<file path="src/rtl/vedic_mul_arbiter.sv">
// Round-robin arbiter sharing one combinational Vedic 8x8 multiplier among NUM_REQ requesters.
// Optional self-check comparator enabled by defining VEDIC_MUL_SELFCHECK_EN.

module vedic_2x2 (
  input  logic [1:0] a_i,
  input  logic [1:0] b_i,
  output logic [3:0] c_o
);
  logic t1_s, t2_s, t3_s, cy_s;

  assign t1_s   = a_i[1] & b_i[0];
  assign t2_s   = a_i[0] & b_i[1];
  assign t3_s   = a_i[1] & b_i[1];
  assign cy_s   = t1_s & t2_s;
  assign c_o[0] = a_i[0] & b_i[0];
  assign c_o[1] = t1_s ^ t2_s;
  assign c_o[2] = t3_s ^ cy_s;
  assign c_o[3] = t3_s & cy_s;
endmodule

module vedic_4x4 (
  input  logic [3:0] a_i,
  input  logic [3:0] b_i,
  output logic [7:0] c_o
);
  logic [3:0] q0_s, q1_s, q2_s, q3_s;

  vedic_2x2 u_ll (.a_i(a_i[1:0]), .b_i(b_i[1:0]), .c_o(q0_s));
  vedic_2x2 u_hl (.a_i(a_i[3:2]), .b_i(b_i[1:0]), .c_o(q1_s));
  vedic_2x2 u_lh (.a_i(a_i[1:0]), .b_i(b_i[3:2]), .c_o(q2_s));
  vedic_2x2 u_hh (.a_i(a_i[3:2]), .b_i(b_i[3:2]), .c_o(q3_s));

  // Urdhva-Tiryagbhyam recombination: cross products sit two bits up, high product four bits up.
  assign c_o = {4'h0, q0_s} + {2'b00, q1_s, 2'b00} + {2'b00, q2_s, 2'b00} + {q3_s, 4'h0};
endmodule

module vedic_8X8 (
  input  logic [7:0]  a_i,
  input  logic [7:0]  b_i,
  output logic [15:0] c_o
);
  logic [7:0] q0_s, q1_s, q2_s, q3_s;

  vedic_4x4 u_ll (.a_i(a_i[3:0]), .b_i(b_i[3:0]), .c_o(q0_s));
  vedic_4x4 u_hl (.a_i(a_i[7:4]), .b_i(b_i[3:0]), .c_o(q1_s));
  vedic_4x4 u_lh (.a_i(a_i[3:0]), .b_i(b_i[7:4]), .c_o(q2_s));
  vedic_4x4 u_hh (.a_i(a_i[7:4]), .b_i(b_i[7:4]), .c_o(q3_s));

  assign c_o = {8'h00, q0_s} + {4'h0, q1_s, 4'h0} + {4'h0, q2_s, 4'h0} + {q3_s, 8'h00};
endmodule

module vedic_mul_arbiter #(
  parameter int NUM_REQ = 4,
  parameter int ID_W    = 2
) (
  input  logic                   clk,
  input  logic                   rst,
  input  logic [NUM_REQ-1:0]     req_valid,
  input  logic [8*NUM_REQ-1:0]   req_a,
  input  logic [8*NUM_REQ-1:0]   req_b,
  output logic [NUM_REQ-1:0]     req_ready,
  output logic                   rsp_valid,
  input  logic                   rsp_ready,
  output logic [ID_W-1:0]        rsp_id,
  output logic [15:0]            rsp_product,
  output logic                   chk_err
);
  localparam int IW = ID_W + 1;

  typedef enum logic [1:0] {
    IDLE = 2'd0,
    MUL  = 2'd1,
    RESP = 2'd2
  } state_t;

  state_t              state_q;
  logic [ID_W-1:0]     rr_ptr_q, rr_ptr_d;
  logic [ID_W-1:0]     id_q;
  logic [7:0]          op_a_q, op_b_q;
  logic                rsp_valid_q;
  logic [ID_W-1:0]     rsp_id_q;
  logic [15:0]         rsp_product_q;
  logic [15:0]         prod_s;
  logic [NUM_REQ-1:0]  gnt_vec_s;
  logic [ID_W-1:0]     gnt_idx_s;
  logic                gnt_any_s;

  // Modular index step; the extra bit keeps the sum from overflowing before the wrap.
  function automatic logic [ID_W-1:0] wrap_idx(input logic [ID_W-1:0] base, input int unsigned off);
    logic [IW-1:0] sum;
    sum = {1'b0, base} + IW'(off);
    sum = (sum >= IW'(NUM_REQ)) ? (sum - IW'(NUM_REQ)) : sum;
    return sum[ID_W-1:0];
  endfunction

  vedic_8X8 u_mul (.a_i(op_a_q), .b_i(op_b_q), .c_o(prod_s));

  // Round-robin search for the first valid requester at or after rr_ptr.
  always_comb begin
    gnt_idx_s = '0;
    gnt_any_s = 1'b0;
    for (int k = 0; k < NUM_REQ; k++) begin
      if (!gnt_any_s && req_valid[wrap_idx(rr_ptr_q, k)]) begin
        gnt_any_s = 1'b1;
        gnt_idx_s = wrap_idx(rr_ptr_q, k);
      end else begin
        gnt_any_s = gnt_any_s;
      end
    end
    gnt_vec_s = gnt_any_s ? (NUM_REQ'(1) << gnt_idx_s) : '0;
    rr_ptr_d  = wrap_idx(gnt_idx_s, 1);
  end

  // Grant is only offered while idle.
  always_comb begin
    if (state_q == IDLE) begin
      req_ready = gnt_vec_s;
    end else begin
      req_ready = '0;
    end
  end

  // Control FSM: latch operands on grant, capture product, hold response until accepted.
  always_ff @(posedge clk) begin
    if (rst) begin
      state_q       <= IDLE;
      rr_ptr_q      <= '0;
      id_q          <= '0;
      op_a_q        <= 8'h00;
      op_b_q        <= 8'h00;
      rsp_valid_q   <= 1'b0;
      rsp_id_q      <= '0;
      rsp_product_q <= 16'h0000;
    end else begin
      case (state_q)
        IDLE: begin
          if (gnt_any_s) begin
            op_a_q   <= req_a[{gnt_idx_s, 3'b000} +: 8];
            op_b_q   <= req_b[{gnt_idx_s, 3'b000} +: 8];
            id_q     <= gnt_idx_s;
            rr_ptr_q <= rr_ptr_d;
            state_q  <= MUL;
          end
        end
        MUL: begin
          rsp_product_q <= prod_s;
          rsp_id_q      <= id_q;
          rsp_valid_q   <= 1'b1;
          state_q       <= RESP;
        end
        RESP: begin
          if (rsp_ready) begin
            rsp_valid_q <= 1'b0;
            state_q     <= IDLE;
          end
        end
        default: begin
          rsp_valid_q <= 1'b0;
          state_q     <= IDLE;
        end
      endcase
    end
  end

  assign rsp_valid   = rsp_valid_q;
  assign rsp_id      = rsp_id_q;
  assign rsp_product = rsp_product_q;

`ifdef VEDIC_MUL_SELFCHECK_EN
  logic        chk_err_q;
  logic [15:0] ref_prod_s;

  assign ref_prod_s = {8'h00, op_a_q} * {8'h00, op_b_q};

  // Sticky flag: the structural multiplier disagreed with plain multiplication.
  always_ff @(posedge clk) begin
    if (rst) begin
      chk_err_q <= 1'b0;
    end else if ((state_q == MUL) && (prod_s != ref_prod_s)) begin
      chk_err_q <= 1'b1;
    end
  end

  assign chk_err = chk_err_q;
`else
  assign chk_err = 1'b0;
`endif

endmodule

</file>
<file path="config.mk">
export PLATFORM = sky130hd
export DESIGN_NAME = vedic_mul_arbiter
export DESIGN_NICKNAME = d
export VERILOG_FILES = /design/src/rtl/vedic_mul_arbiter.sv
export SDC_FILE = /design/constraint.sdc
export NUM_CORES = 1
export LEC_CHECK = 0
export BUFFER_PORTS_ARGS = -buffer_cell sky130_fd_sc_hd__clkbuf_2
export CAP_MARGIN = 25
export CORE_ASPECT_RATIO = 1.5
export CORE_UTILIZATION = 61
export DETAILED_ROUTE_END_ITERATION = 16
export PLACE_DENSITY = 0.89
export SLEW_MARGIN = 40
export SYNTH_ARGS = -nofsm -noshare
export SYNTH_HDL_FRONTEND = slang
export SYNTH_SLANG_ARGS = --single-unit
</file>
<file path="constraint.sdc">
create_clock -name clk -period 10.3 [get_ports clk]
set_input_delay 3.09 -clock clk [delete_from_list [all_inputs] [get_ports clk]]
set_output_delay 3.09 -clock clk [all_outputs]
set_load 0.01 [all_outputs]
</file>
# Yosys cells after proc, flatten, opt, wreduce, memory -nomap -nowiden
# Cells that the tools add are included.
# word_totals
register_bits,41
latchBits,0
ramBits,0
romBits,0
input_bits,71
memories,0
# classes
n_addsub,24
mul,0
div_mod_pow,0
order_cmp,9
eq_ne,4
shift,3
muxes,28
n_bitwise,129
reduce_logical,10
# ops
op,count
1-bit bitwise AND,96
32-bit by 6-bit indexed part select with 8-bit output,2
7-bit by 6-bit adder with 8-bit output,4
8-bit adder,4
1-bit XOR,32
4-bit by 6-bit adder with 7-bit output,4
2-bit two-way mux,11
16-bit by 12-bit adder with 16-bit output,1
16-bit adder,1
8-bit by 12-bit adder with 13-bit output,1
3-bit greater-or-equal comparator (second input constant),4
2-bit by 3-bit less-than comparator with 1-bit output (second input constant),4
2-bit by 1-bit subtractor with 2-bit output (second input constant),5
1-bit two-way mux,9
1-bit binary-select mux with 2-bit select,4
4-bit two-way mux,2
2-bit by 1-bit adder with 3-bit output (second input constant),2
2-bit by 2-bit adder with 3-bit output (second input constant),2
2-bit one-hot mux with 3 select lines,1
2-bit AND reduction,3
2-bit inequality test (second input constant),2
1-bit by 2-bit left shift with 4-bit output (first input constant),1
2-bit by 3-bit greater-or-equal comparator with 1-bit output (second input constant),1
1-bit logical AND,3
6 further kinds,8

# Longest topological paths before layout
# Gate-level depths: netlist of the first run.
# depth
word_depth,17
ltp_mapped,24
depth_no_buf,24

# By module
# A second synthesis of the first run with hierarchy kept.
# unflattened
hier_cells,612
area_unflattened_um2,5054.8
# modules_own_cells
module,instances,cells_each,area_each_um2,seq_area_each_um2
vedic_mul_arbiter,1,257,2050.7,820.8
vedic_4x4,4,39,342.8,0.0
vedic_8X8,1,103,832.0,0.0
vedic_2x2,16,6,50.0,0.0

# Worst setup path after synthesis of the first run
# No wires, ideal clock.
# synth_path
path_kind,input-to-output
start,input port req_valid[0]
end,output port req_ready[0]
t_arrival_ns,4.397
setup_slack_ns,2.813
stages,7
n_path_buf,2
cell_sequence,and2_4 -> and2_0 -> or3_1 -> buf_6 -> buf_2 -> ha_1 -> and2_1
# synth_via
elab_chain_cells,15
word_cells_on_any_way,25
# synth_rtl
element,line,source
"start, declared",58,"input logic [NUM_REQ-1:0] req_valid,"
1-bit binary-select mux with 2-bit select,103,"if (!gnt_any_s && req_valid[wrap_idx(rr_ptr_q, k)]) begin"
1-bit two-way mux (not written as such),103,
1-bit two-way mux,103,
1-bit zero test,103,
1-bit logical AND,103,
1-bit two-way mux,103,
1-bit zero test,103,
1-bit logical AND,103,
1-bit two-way mux,103,
1-bit zero test,103,
1-bit logical AND,103,
2-bit two-way mux,103,
1-bit by 2-bit left shift with 4-bit output,110,gnt_vec_s = gnt_any_s ? (NUM_REQ'(1) << gnt_idx_s) : '0;
4-bit two-way mux (*),110,
4-bit two-way mux (*),116,if (state_q == IDLE) begin
"end, declared",61,"output logic [NUM_REQ-1:0] req_ready,"
# Every way passes the cells marked *; elsewhere a longest branch is shown, timed or not. The select of a mux whose other input is x is not followed.

# Worst setup path after layout of the first run
# layout_path
start,input port req_valid[0]
end,output port req_ready[1]
# The elaborated chain is that of the path after synthesis.

==> results of run 1 <==
-- cell families after synthesis --
group / synth area share
AND/OR/NAND/NOR: 0.2466
AO/OA/AOI/OAI: 0.1583
adder cells (fa/ha/maj): 0.2950
multiplexers: 0.006344
XOR/XNOR: 0.03886
flip-flops: 0.1734
buffers and inverters: 0.08062
other: 0.0007923
-- per-layer routing --
metal  GRT usage  share of wire  vias up
li1            -              -     2139
met1      0.3362           0.38     2064
met2      0.5740           0.54      158
met3     0.03758          0.039       37
met4      0.1470          0.041        0
met5           0              0        -
-- cell usage after synthesis, drive strengths merged (2+ instances only) --
master / count
o21ba: 2
inv: 63
clkbuf: 18
ha: 70
nor2b: 5
nand2: 32
mux2i: 3
nand3: 70
nor4: 2
dfxtp: 41
xor2: 7
a311oi: 2
a32o: 16
a211oi: 6
buf: 8
and2: 62
or3: 3
o21ai: 38
a21o: 12
xnor2: 14
nand3b: 2
a21oi: 26
nand4b: 2
or4: 3
nor3: 4
nand2b: 5
nor2: 18
a311o: 2
fa: 26
and3: 2
-- critical path, cell delays in order --
cell and delay [ps]:
clkbuf_2 110, and2_4 160, and2_0 140, or3_1 700, clkinv_8 230, ha_1 170, and2_1 120, clkbuf_2 130
-- state kept, by name, summed over array words and instances, names as in the netlist --
signal,count
op_b_q,8
id_q,2
rr_ptr_q,2
rsp_id,2
op_a_q,8
rsp_product,16
state_q,2
rsp_valid,1
-- cell type report --
class | instances | area (sq um)
Clock inverter | 1 | 8.758
Fill cell | 541 | 2163
Timing Repair Buffer | 96 | 488.0
Multi-Input combinational cell | 446 | 3550
Sequential cell | 41 | 820.8
Inverter | 64 | 252.7
Clock buffer | 7 | 152.6
Tap cell | 102 | 127.6
-- power by group through the flow --
stage	Clock [mW]	Sequential, mW	Combinational (mW)
floorplan	0	0.207	0.204
global placement	0	0.217	0.260
detailed placement	0	0.220	0.272
CTS	0.170	0.217	0.276
global route	0.177	0.221	0.313
finish	0.169	0.218	0.278
-- cell usage in the layout, fill, tap and decap left out, drive strengths merged, types with 4 or more instances in the layout --
cell,count
nand2b,5
nand2,32
xor2,7
and2,62
clkbuf,100
dfxtp,41
nor2,18
inv,64
a21oi,26
nor3,4
a32o,16
o21ai,38
a211oi,6
a21o,12
ha,70
nand3,70
nor2b,5
xnor2,14
fa,26
-- final timing paths --
kind	from	to	slack (ps)	cells after the start
max	req_valid[0]	req_ready[1]	2350	8
min	rsp_id[1]	rsp_id[1]	460	2
max reg2reg	op_b_q[0]	rsp_product[15]	4330	23
min reg2reg	rsp_id[1]	rsp_id[1]	460	2
==> summary.txt, run 1 <==
Floorplanning
  • Initial Utilization: 0.6258
  • Total core area: 7564 sq um
  • IO Pins: 95
  • Die W: 73.93 microns
  • Die ar.: 8123 sq um
  • Height of the die: 109.9 microns
  • Placement row count: 39

Route
  • Vias per cell: 5.810
  • Iteration-0 DRC Markers: 227
  • 1st-pass router iterations: 4
  • Routed WL: 11.57 mm
  • Post-route ant nets: 0
  • Per-cell routed wire length: 15.28 microns
  • Via count: 4398
  • DRC Markers: 0

Global routing
  • Largest net degree at the start of global routing: 34
  • Global-route wire length before repair: 19.51 mm
  • Grt ovf: 0
  • Number of global-route vias before repair: 4397
  • Initial antenna violation count: 0
  • GRT Util Overall: 0.3084

Power
  • Pwr Total: 0.6643 mW
  • Power Dens Cells: 123.0 nW/um^2
  • Register share of total power: 0.328
  • Logic pwr share: 0.418
  • Net switching power: 0.2657 mW
  • Sw frac: 0.4000
  • Leak pwr: 2.871 nW
  • Peak VDD IR: 146.5 uV
  • Clk pwr share: 0.254
  • Pint: 0.3986 mW

Clock network
  • Hold-fix buffers, CTS: 0
  • Worst-path clk slew: 60 ps
  • CTS H-tree lvls: 2
  • Clock sink count: 41
  • Longest Clk Path Bufs: 2
  • Post-CTS sizing: 0
  • Root Driver: clkbuf_16
  • TritonCTS clock tree: built
  • CTS Buf Count: 5
  • Setup Fix Bufs, Post-CTS: 0
  • Clk Latency, worst-skew pair: 290 ps

Yosys
  • Unique masters post-synth: 52
  • Syn avg cell area: 8.203 sq um
  • Area contributors post-synth: ha_1 19%, dfxtp_1 17%, fa_1 11%
  • Sequential share of the synthesized area: 0.1734
  • Post-synth EDFFs: 0
  • Asr flop ratio synth: 0
  • Yosys top cell area share: 0.1850
  • Synth Flop Type: dfxtp_1
  • Mapped Cells: 577
  • #FFs+latches synth: 41
  • Synth warn: 0
  • Syn Std Cell Area: 4733 sq um
  • Post-synth net total: 744
  • Synth area leader: ha_1

STA
  • Final hold violations: 0
  • Max transition margin: 0.4916
  • WHS: 457.8 ps
  • Crit path time final: 7948 ps
  • Final worst slack: 2352 ps
  • Final slew viol count: 0
  • Fin crit share: 0.7716
  • Final Skew: 4.994 ps
  • FMAX: 0.1258 GHz
  • RSZ-0062 raised after global routing: no
  • Setup TNS: 0 ps
  • Setup-failing EPs final: 0
  • Worst slew pin tran: 762.6 ps

Cells and area
  • Inserted Diodes: 0
  • Final core occ: 0.7140
  • Final instance area: 5400 sq um
  • Share of layout cells above drive strength 1: 0.1832
  • P&R area growth vs syn: 14.09%
  • Finished Layout Cells: 757
  • Final net count: 821

Critical path
  • Element type at the critical path start: primary input
  • Critical path type: in2out
  • Required time worst endpoint: 7210 ps
  • Largest fanout on the critical path: 20
  • CP arrival: 4860 ps
  • Crit path capture type: output pin

Run
  • Max cap viols: 0

Place
  • PortBufs: 93
  • Routability cong.: 0.9001
  • Minimum setup slack after placement: 2354 ps
  • Detail Placement HPWL: 9.037 mm
  • DP Area: 5239 sq um
  • Placed cells: 749

Run status
  • Status: completed

Worst hold path
  • HP Class: reg2reg
Note: power is estimated with default switching activity, not from simulation.
==> run 2, diff against run 1 <==
--- a/config.mk
+++ b/config.mk
@@ -8,9 +8,9 @@
 export BUFFER_PORTS_ARGS = -buffer_cell sky130_fd_sc_hd__clkbuf_2
 export CAP_MARGIN = 25
 export CORE_ASPECT_RATIO = 1.5
-export CORE_UTILIZATION = 61
+export CORE_UTILIZATION = 57
 export DETAILED_ROUTE_END_ITERATION = 16
-export PLACE_DENSITY = 0.89
+export PLACE_DENSITY = 0.84
 export SLEW_MARGIN = 40
 export SYNTH_ARGS = -nofsm -noshare
 export SYNTH_HDL_FRONTEND = slang
==> constraint.sdc (replaced) <==
create_clock -name clk -period 7.7 [get_ports clk]
set_input_delay 2.31 -clock clk [delete_from_list [all_inputs] [get_ports clk]]
set_output_delay 2.31 -clock clk [all_outputs]
set_load 0.01 [all_outputs]
==> summary.txt, run 2 (same netlist as run 1, synthesis figures left out) <==
Run status
  • Status: completed

Critical path
  • Slowest CP cell: or3_1
  • Crit path largest cell delay: 610 ps
  • CP arrival: 4070 ps
  • CP delay by family, top: simple AND/OR/NAND/NOR gates
  • Cell repeated most along the worst path: clkbuf_2
  • Largest fanout on the critical path: 20
  • Required time worst endpoint: 5390 ps
  • Element type at the critical path start: primary input
  • Crit path capture type: output pin
  • CP bufs+invs: 3
  • Critical path type: in2out
  • Crit-path cells: clkbuf_2 > and2_4 > and2_0 > or3_1 > clkinv_8 > ha_1 > and2_1 > clkbuf_2

Power
  • Sw frac: 0.3851
  • Clk pwr share: 0.272
  • Power Dens Cells: 167.0 nW/um^2
  • Peak VDD IR: 112.9 uV
  • Logic pwr share: 0.408
  • Leak pwr: 2.877 nW
  • Pwr Total: 0.9054 mW
  • Pint: 0.5567 mW
  • Register share of total power: 0.320
  • Net switching power: 0.3487 mW

Cells and area
  • Area of the multi-input gates: 3545 sq um
  • Most frequent cells in the layout: 93 x clkbuf_2, 70 x ha_1, 63 x inv_1, 63 x nand3_1, 60 x and2_1
  • Most common cell after layout, fill and taps aside: clkbuf_2
  • Share of layout cells above drive strength 1: 0.1829
  • Final instance area: 5421 sq um
  • P&R area growth vs syn: 14.54%
  • Finished Layout Cells: 761
  • Final core occ: 0.6770
  • Final net count: 822
  • Fillcell total: 670
  • Inserted Diodes: 0
  • FF/Latch Area: 820.8 sq um
  • Max FFs per register: 16

Global routing
  • Grt ovf: 0
  • Largest net degree at the start of global routing: 34
  • Number of global-route vias before repair: 4446
  • Initial antenna violation count: 0
  • GRT Util Overall: 0.2761
  • Global-route wire length before repair: 19.52 mm

Route
  • Routed WL: 11.15 mm
  • 1st-pass router iterations: 6
  • Post-route ant nets: 0
  • Via count: 4404
  • Iteration-0 DRC Markers: 157
  • Vias per cell: 5.787
  • DRC Markers: 0
  • Per-cell routed wire length: 14.65 microns

Clock network
  • Clock sink count: 41
  • Clk Latency, worst-skew pair: 290 ps
  • Root Driver: clkbuf_16
  • Worst-path clk slew: 60 ps
  • CTS Buf Count: 5
  • Hold-fix buffers, CTS: 0
  • CTS H-tree lvls: 2
  • TritonCTS clock tree: built
  • Setup Fix Bufs, Post-CTS: 0
  • Post-CTS sizing: 0
  • Longest Clk Path Bufs: 2

Worst hold path
  • HP Class: reg2reg

Floorplanning
  • Placement row count: 40
  • Initial Utilization: 0.5911
  • Total core area: 8008 sq um
  • IO Pins: 95
  • Die W: 76.41 microns
  • Die ar.: 8680 sq um
  • Height of the die: 113.6 microns

STA
  • Final hold violations: 0
  • RSZ-0062 raised after global routing: no
  • Fin crit share: 0.8279
  • Max transition margin: 0.4927
  • Final slew viol count: 0
  • Final Skew: 6.333 ps
  • FMAX: 0.1569 GHz
  • Setup-failing EPs final: 0
  • Setup TNS: 0 ps
  • Crit path time final: 6375 ps
  • Worst slew pin tran: 760.9 ps

Run
  • Max cap viols: 0

Place
  • Detail Placement HPWL: 9.020 mm
  • Routability cong.: 0.8604
  • PortBufs: 93
  • DP Area: 5245 sq um
  • Placed cells: 753
## run 2: final timing paths
| kind | cells past startpoint | to | slack (ps) | startpoint |
|---|---|---|---|---|
| max | 8 | req_ready[1] | 1320 | req_valid[0] |
| min | 2 | rsp_product[6] | 460 | rsp_product[6] |
| max reg2reg | 23 | rsp_product[15] | 1830 | op_b_q[0] |
| min reg2reg | 2 | rsp_product[6] | 460 | rsp_product[6] |
## run 2: cell type report
| type | instances | share of cell area |
|---|---|---|
| clock buffer | 6 | 0.02562 |
| inverter | 64 | 0.04662 |
| multi-input combinational | 446 | 0.6538 |
| timing repair buffer | 97 | 0.09139 |
| clock inverter | 2 | 0.006924 |
| tap | 105 | 0.02423 |
| sequential | 41 | 0.1514 |
## run 2: routing by layer
metal / GRT usage / share of wire
met2: 0.5375 / 0.55
met1: 0.2898 / 0.37
met5: 0 / 0
met4: 0.1256 / 0.037
met3: 0.03760 / 0.043
## run 2: tightest hold or removal path, delay by kind of cell (launching register included)
family | cells | cell delay (ps)
flops | 1 | 310
simple gates | 1 | 50
compound gates | 1 | 50
## run 2: power by group through the flow
| stage | Clock [mW] | Combinational, mW | Sequential [mW] |
|---|---|---|---|
| floorplan | 0 | 0.273 | 0.276 |
| global placement | 0 | 0.351 | 0.290 |
| detailed placement | 0 | 0.367 | 0.293 |
| CTS | 0.248 | 0.371 | 0.289 |
| global route | 0.257 | 0.420 | 0.296 |
| finish | 0.246 | 0.369 | 0.289 |
## run 2: per-stage QoR
| stage | hold slack [ps] | setup slack [ps] |
|---|---|---|
| floorplan | 431.2 | 1773 |
| global placement | 443.7 | 1254 |
| detailed placement | 449.9 | 1315 |
| CTS | 457.1 | 1313 |
| global route | 483.1 | 1180 |
| finish | 455.5 | 1325 |
